===== config.mk =====
export PLATFORM = sky130hd
export DESIGN_NAME = id_stage_pipe
export DESIGN_NICKNAME = d
export VERILOG_FILES = /design/src/rtl/id_stage_pipe.sv
export SDC_FILE = /design/constraint.sdc
export NUM_CORES = 2
export LEC_CHECK = 0
export ABC_AREA = 1
export CAP_MARGIN = 5
export CORE_ASPECT_RATIO = 0.8
export CORE_MARGIN = 1.5
export CORE_UTILIZATION = 35
export CTS_BUF_LIST = sky130_fd_sc_hd__clkbuf_8
export DETAILED_ROUTE_END_ITERATION = 8
export RECOVER_POWER = 50
export SLEW_MARGIN = 20
export SYNTH_ARGS = -nofsm -noshare
export SYNTH_HDL_FRONTEND = slang
export SYNTH_SLANG_ARGS = --single-unit

===== constraint.sdc =====
create_clock -name clk -period 4.25 [get_ports clk]
set_clock_uncertainty 0.2 [all_clocks]
set_input_delay 0.425 -clock clk [delete_from_list [all_inputs] [get_ports clk]]
set_output_delay 0.425 -clock clk [all_outputs]
set_load 0.01 [all_outputs]

===== src/rtl/id_stage_pipe.sv =====
// id_stage_pipe: instruction decode stage with an internal register file,
// sign-extended immediate generation, load-use hazard bubbles, flush, and
// a registered ID/EX stage with valid/ready handshakes on both sides.
// Optional feature macro: ID_WB_BYPASS_EN (write-first register file reads).
module id_stage_pipe #(
   parameter int DATA_WIDTH = 32,
   parameter int NUM_REGS   = 32,
   parameter int RA_W       = $clog2(NUM_REGS),
   parameter int CNT_W      = 16
) (
   input  logic                  clk,
   input  logic                  arst_n,
   input  logic                  if_valid_i,
   output logic                  if_ready_o,
   input  logic [31:0]           if_inst_i,
   input  logic [DATA_WIDTH-1:0] if_pc_i,
   input  logic                  flush_i,
   input  logic                  wb_en_i,
   input  logic [RA_W-1:0]       wb_rd_i,
   input  logic [DATA_WIDTH-1:0] wb_data_i,
   output logic                  ex_valid_o,
   input  logic                  ex_ready_i,
   output logic [DATA_WIDTH-1:0] ex_pc_o,
   output logic [DATA_WIDTH-1:0] ex_opr_a_o,
   output logic [DATA_WIDTH-1:0] ex_opr_b_o,
   output logic [DATA_WIDTH-1:0] ex_imm_o,
   output logic [RA_W-1:0]       ex_rd_o,
   output logic [RA_W-1:0]       ex_rs1_o,
   output logic [RA_W-1:0]       ex_rs2_o,
   output logic [6:0]            ex_opcode_o,
   output logic [2:0]            ex_funct3_o,
   output logic [6:0]            ex_funct7_o,
   output logic                  ex_is_load_o,
   output logic [CNT_W-1:0]      stall_cnt_o
);

   typedef enum logic [6:0] {
      OP_LOAD   = 7'b0000011,
      OP_OPIMM  = 7'b0010011,
      OP_JALR   = 7'b1100111,
      OP_STORE  = 7'b0100011,
      OP_BRANCH = 7'b1100011,
      OP_LUI    = 7'b0110111,
      OP_AUIPC  = 7'b0010111,
      OP_JAL    = 7'b1101111,
      OP_OP     = 7'b0110011
   } opcode_e;

   logic [DATA_WIDTH-1:0] rf [NUM_REGS];

   logic [6:0]            dec_opcode;
   logic [2:0]            dec_funct3;
   logic [6:0]            dec_funct7;
   logic [RA_W-1:0]       dec_rd;
   logic [RA_W-1:0]       dec_rs1;
   logic [RA_W-1:0]       dec_rs2;
   logic [31:0]           imm32;
   logic [DATA_WIDTH-1:0] dec_imm;
   logic [DATA_WIDTH-1:0] rd_data_a;
   logic [DATA_WIDTH-1:0] rd_data_b;
   logic                  uses_rs1;
   logic                  uses_rs2;
   logic                  hazard;
   logic                  advance;
   logic                  wb_active;

   assign dec_opcode = if_inst_i[6:0];
   assign dec_funct3 = if_inst_i[14:12];
   assign dec_funct7 = if_inst_i[31:25];
   assign dec_rd     = if_inst_i[7 +: RA_W];
   assign dec_rs1    = if_inst_i[15 +: RA_W];
   assign dec_rs2    = if_inst_i[20 +: RA_W];
   assign wb_active  = wb_en_i && (wb_rd_i != '0);

   // Register file read: entry 0 is hardwired to zero.
   function automatic logic [DATA_WIDTH-1:0] rf_read(input logic [RA_W-1:0] idx);
      logic [DATA_WIDTH-1:0] val;
      if (idx == '0) begin
         val = '0;
      end else begin
         val = rf[idx];
`ifdef ID_WB_BYPASS_EN
         if (wb_active && (wb_rd_i == idx)) val = wb_data_i;
`endif
      end
      return val;
   endfunction

   // Register file write port; reset clears every entry.
   always_ff @(posedge clk or negedge arst_n) begin
      if (!arst_n) begin
         for (int unsigned i = 0; i < NUM_REGS; i++) rf[i] <= '0;
      end else if (wb_active) begin
         rf[wb_rd_i] <= wb_data_i;
      end
   end

   // Operand reads for the instruction presented by fetch.
   always_comb begin
      rd_data_a = rf_read(dec_rs1);
      rd_data_b = rf_read(dec_rs2);
   end

   // Immediate selection by opcode, then sign extension to DATA_WIDTH.
   always_comb begin
      imm32 = '0;
      case (dec_opcode)
         OP_OPIMM, OP_LOAD, OP_JALR:
            imm32 = {{20{if_inst_i[31]}}, if_inst_i[31:20]};
         OP_STORE:
            imm32 = {{20{if_inst_i[31]}}, if_inst_i[31:25], if_inst_i[11:7]};
         OP_BRANCH:
            imm32 = {{19{if_inst_i[31]}}, if_inst_i[31], if_inst_i[7],
                     if_inst_i[30:25], if_inst_i[11:8], 1'b0};
         OP_LUI, OP_AUIPC:
            imm32 = {if_inst_i[31:12], 12'b0};
         OP_JAL:
            imm32 = {{11{if_inst_i[31]}}, if_inst_i[31], if_inst_i[19:12],
                     if_inst_i[20], if_inst_i[30:21], 1'b0};
         default:
            imm32 = '0;
      endcase
      dec_imm = DATA_WIDTH'($signed(imm32));
   end

   // Operand usage, load-use hazard detection and handshake.
   always_comb begin
      uses_rs1 = !((dec_opcode == OP_LUI) || (dec_opcode == OP_AUIPC) ||
                   (dec_opcode == OP_JAL));
      uses_rs2 = (dec_opcode == OP_OP) || (dec_opcode == OP_STORE) ||
                 (dec_opcode == OP_BRANCH);
      hazard   = if_valid_i && ex_valid_o && ex_is_load_o && (ex_rd_o != '0) &&
                 ((uses_rs1 && (dec_rs1 == ex_rd_o)) ||
                  (uses_rs2 && (dec_rs2 == ex_rd_o)));
      advance    = !ex_valid_o || ex_ready_i;
      if_ready_o = flush_i || (advance && !hazard);
   end

   // ID/EX register: flush, bubble, load, drain or hold (in priority order).
   always_ff @(posedge clk or negedge arst_n) begin
      if (!arst_n) begin
         ex_valid_o   <= 1'b0;
         ex_pc_o      <= '0;
         ex_opr_a_o   <= '0;
         ex_opr_b_o   <= '0;
         ex_imm_o     <= '0;
         ex_rd_o      <= '0;
         ex_rs1_o     <= '0;
         ex_rs2_o     <= '0;
         ex_opcode_o  <= '0;
         ex_funct3_o  <= '0;
         ex_funct7_o  <= '0;
         ex_is_load_o <= 1'b0;
      end else if (flush_i) begin
         ex_valid_o <= 1'b0;
      end else if (advance && hazard) begin
         ex_valid_o <= 1'b0;
      end else if (advance && if_valid_i) begin
         ex_valid_o   <= 1'b1;
         ex_pc_o      <= if_pc_i;
         ex_opr_a_o   <= rd_data_a;
         ex_opr_b_o   <= rd_data_b;
         ex_imm_o     <= dec_imm;
         ex_rd_o      <= dec_rd;
         ex_rs1_o     <= dec_rs1;
         ex_rs2_o     <= dec_rs2;
         ex_opcode_o  <= dec_opcode;
         ex_funct3_o  <= dec_funct3;
         ex_funct7_o  <= dec_funct7;
         ex_is_load_o <= (dec_opcode == OP_LOAD);
      end else if (advance) begin
         ex_valid_o <= 1'b0;
      end else begin
         // Held: keep operands coherent with writebacks landing meanwhile.
         if (wb_active && (wb_rd_i == ex_rs1_o)) ex_opr_a_o <= wb_data_i;
         if (wb_active && (wb_rd_i == ex_rs2_o)) ex_opr_b_o <= wb_data_i;
      end
   end

   // Saturating count of hazard bubble cycles; a flush takes precedence.
   always_ff @(posedge clk or negedge arst_n) begin
      if (!arst_n) begin
         stall_cnt_o <= '0;
      end else if (!flush_i && advance && hazard && (stall_cnt_o != '1)) begin
         stall_cnt_o <= stall_cnt_o + 1'b1;
      end
   end

endmodule


==> flow_summary.ini <==
[outcome]
status = complete, but fails checks
violations = DRC, capacitance limit, slew limit

[die]
dieHeight_um = 388
boundaryPins = 286
die_w_um = 484
core_area_sq_um = 183000
start_util = 0.354
die_area_sq_um = 188000
rows = 140

[drt]
route.detailed.drc = 10
drt-initial-drc-count = 9103
vias_per_cell = 5.55
routedWlPerCell_um = 22.3
route.vias.total = 66200
firstDrtPassIters = 9
antenna_left = 0
wl_um = 266000

[place]
dp_cells = 11500
gp_routability_congestion = 0.865
place_area_sq_um = 69300
io_buffers = 285
dp_hpwl_um = 140000

[clock_tree]
cts-root-buf = clkbuf_8
clkTransAtPathRegs_ps = 70
clock_path_buffers = 3
cts_buffers = 196
cts_tree = yes
cts.sinks = 1202
postCtsSetupBuffers = 0
cts_max_level = 4
insertion_delay_ps = 1000

[sta]
hold_viol = 0
fmax_ghz = 0.246
slew_violations = 146
min_period_ps = 4070
rsz0062_at_grt = no
finalSetupViolations = 0
worst_slew_pin_slew_ps = 4020
slew_headroom = -1.68
fin_crit_sh = 0.957
finalSetupTns_ps = 0

[final_layout]
fin_area_sq_um = 74200
fin_util = 0.406
area_growth_pct = 14.6
stdcell_count = 11900
nets = 9459
drive_above_1_share = 0.0522

[setup_path]
crit_arrival_ps = 4920
worst_setup_path_start_kind = input port
worstPathMaxFanout = 41
worst_ep_required_time_ps = 5100
end_kind = asynchronous set/reset pin
path_class = input port to asynchronous set/reset pin

[global_route]
grt_use_total = 0.276
antenna_found_initial = 7
grt_max_degree = 186
grt_overflow = 0
grt_pass1_vias = 62000
grt_pass1_wl_um = 398000

[yosys]
yosys_warnings = 0
syn_nets = 9522
synth.avg_cell_area_sq_um = 6.88
synth_cell_types = 28
synth_area_sq_um = 64700
ys_seq_area_frac = 0.465
synth_cells = 9414
ys_seq_elements = 1202

[pwr]
p_leak_nw = 35.1
power.density_nw_per_um2 = 436
power_mw = 32.3
ir_drop_uv = 315

[hold_path]
min_path_type = input port to register

[flow_run]
maxCapViolCount = 5
==> Yosys cell counts <==
library cell	n	area (sq um)
a21oi_1	113	566
buf_1	61	229
buf_2	134	671
buf_4	1	7.51
clkbuf_1	603	2260
clkinv_1	1	3.75
dfrtp_1	1202	30100
ha_1	1	12.5
inv_1	251	942
inv_2	6	22.5
nand2_1	3921	14700
nand2_2	1	6.26
nand3_1	1399	7000
nand3b_1	1	7.51
nand4_1	6	37.5
nor2_1	459	1720
nor3_1	14	70.1
nor3_2	3	30.0
nor3b_1	1	7.51
nor4_1	1	6.26
nor4_4	2	42.5
o2111ai_1	1	8.76
o211ai_1	6	45.0
o21ai_0	1188	5950
o21ai_1	8	40.0
or2_2	1	6.26
xnor2_1	11	96.3
xor2_1	18	158
==> layout make-up <==
class / count / area (sq um)
diodes: 5 / 12.5
inverters: 258 / 1010
multi-input cells: 7155 / 30600
repair buffers: 538 / 5430
fillers: 18900 / 109000
clock inverters: 98 / 531
clock buffers: 253 / 3480
well taps: 2414 / 3020
flip-flops and latches: 1202 / 30100
==> power by group <==
group | internal [mW] | total, mW | switching (mW)
Clock | 5.46 | 10.6 | 5.14
Sequential | 13.5 | 15.1 | 1.63
Combinational | 2.55 | 6.65 | 4.10
Total | 21.5 | 32.3 | 10.9
==> cell usage in the layout, fill, tap and decap left out, types with 2 or more instances in the layout <==
cell                n
xor2_1             18
inv_6               8
buf_6               2
clkinvlp_4          3
nand3_1          1396
buf_16              2
nor2_4              2
o21ai_1             8
inv_2               4
buf_4              96
nand4_1             6
clkinv_2           27
nor4_1              2
nand3_2             2
inv_1             302
clkbuf_4            2
dfrtp_1          1202
clkdlybuf4s50_1   271
clkbuf_8          253
buf_2               2
dlygate4sd3_1      98
diode_2             5
nor3_1             17
o21ai_0          1188
buf_12             37
nand2_1          3892
buf_8               4
bufinv_16           2
nand2_2            30
o211ai_1            6
clkbuf_1           16
inv_8               7
a21oi_1           113
xnor2_1            11
clkbuf_2            7
nor2_1            456
==> critical path: stages <==
cell and delay [ps]:
dlygate4sd3_1 520, clkbuf_1 2790, clkbuf_4 1070
==> kinds of logic (layout without fill, tap and decap cells) <==
group	Yosys count	in the layout	share of synthesized area
and+or+nand+nor	5809	5809	0.365
DFF	1202	1202	0.465
xor gates and xnor gates	29	29	0.00392
adders and majority gates	1	1	0.000193
AOI/OAI and AO/OA	1316	1316	0.102
other	0	5	0
buffers and inverters	1057	1147	0.0639
==> timing repair <==
| item | 4_1_cts | 5_1_grt |
|---|---|---|
| hold endpoints to repair | 1099 | 0 |
| hold buffers | 97 | 0 |
| setup endpoints to repair | 0 | 1 |
| gates resized for setup | 0 | 1 |
==> final timing paths <==
check / depth (start not counted) / start / slack, ps / end
max in group clk: 14 / if_inst_i[4] / 490 / if_ready_o
worst max register to register: 12 / ex_valid_o$_DFFE_PN0P_ / 1210 / ex_opr_a_o[9]$_DFFE_PN0P_
min in group asynchronous: 3 / arst_n / 2510 / rf[355]$_DFFE_PN0P_
worst max-delay path: 3 / arst_n / 180 / rf[937]$_DFFE_PN0P_
worst min-delay path: 5 / ex_ready_i / 110 / ex_valid_o$_DFFE_PN0P_
worst min register to register: 0 / rf[1001]$_DFFE_PN0P_ / 200 / rf[1001]$_DFFE_PN0P_
==> metal layers <==
| metal | vias up | wire [um] | track usage |
|---|---|---|---|
| li1 | 30100 | - | - |
| met1 | 31500 | 111000 | 0.379 |
| met2 | 3904 | 115000 | 0.422 |
| met3 | 665 | 29100 | 0.0586 |
| met4 | 2 | 10800 | 0.110 |
| met5 | - | 13 | 0 |
==> state kept, by name, indices dropped and copies added (netlist names) <==
signal	cells
ex_funct3_o	3
ex_funct7_o	7
ex_imm_o	32
ex_is_load_o	1
ex_opcode_o	7
ex_opr_a_o	32
ex_opr_b_o	32
ex_pc_o	32
ex_rd_o	5
ex_rs1_o	5
ex_rs2_o	5
ex_valid_o	1
rf	1024
stall_cnt_o	16
==> stage by stage <==
| step | hold slack, ps | setup WS [ps] |
|---|---|---|
| final | 113 | 185 |
| after global routing | 121 | 136 |
| after CTS | 38.7 | 107 |
| after detailed placement | 189 | 668 |
| after global placement | 186 | 720 |
| after floorplan | -70.6 | 2100 |
Power figures use the tool's default switching activity.
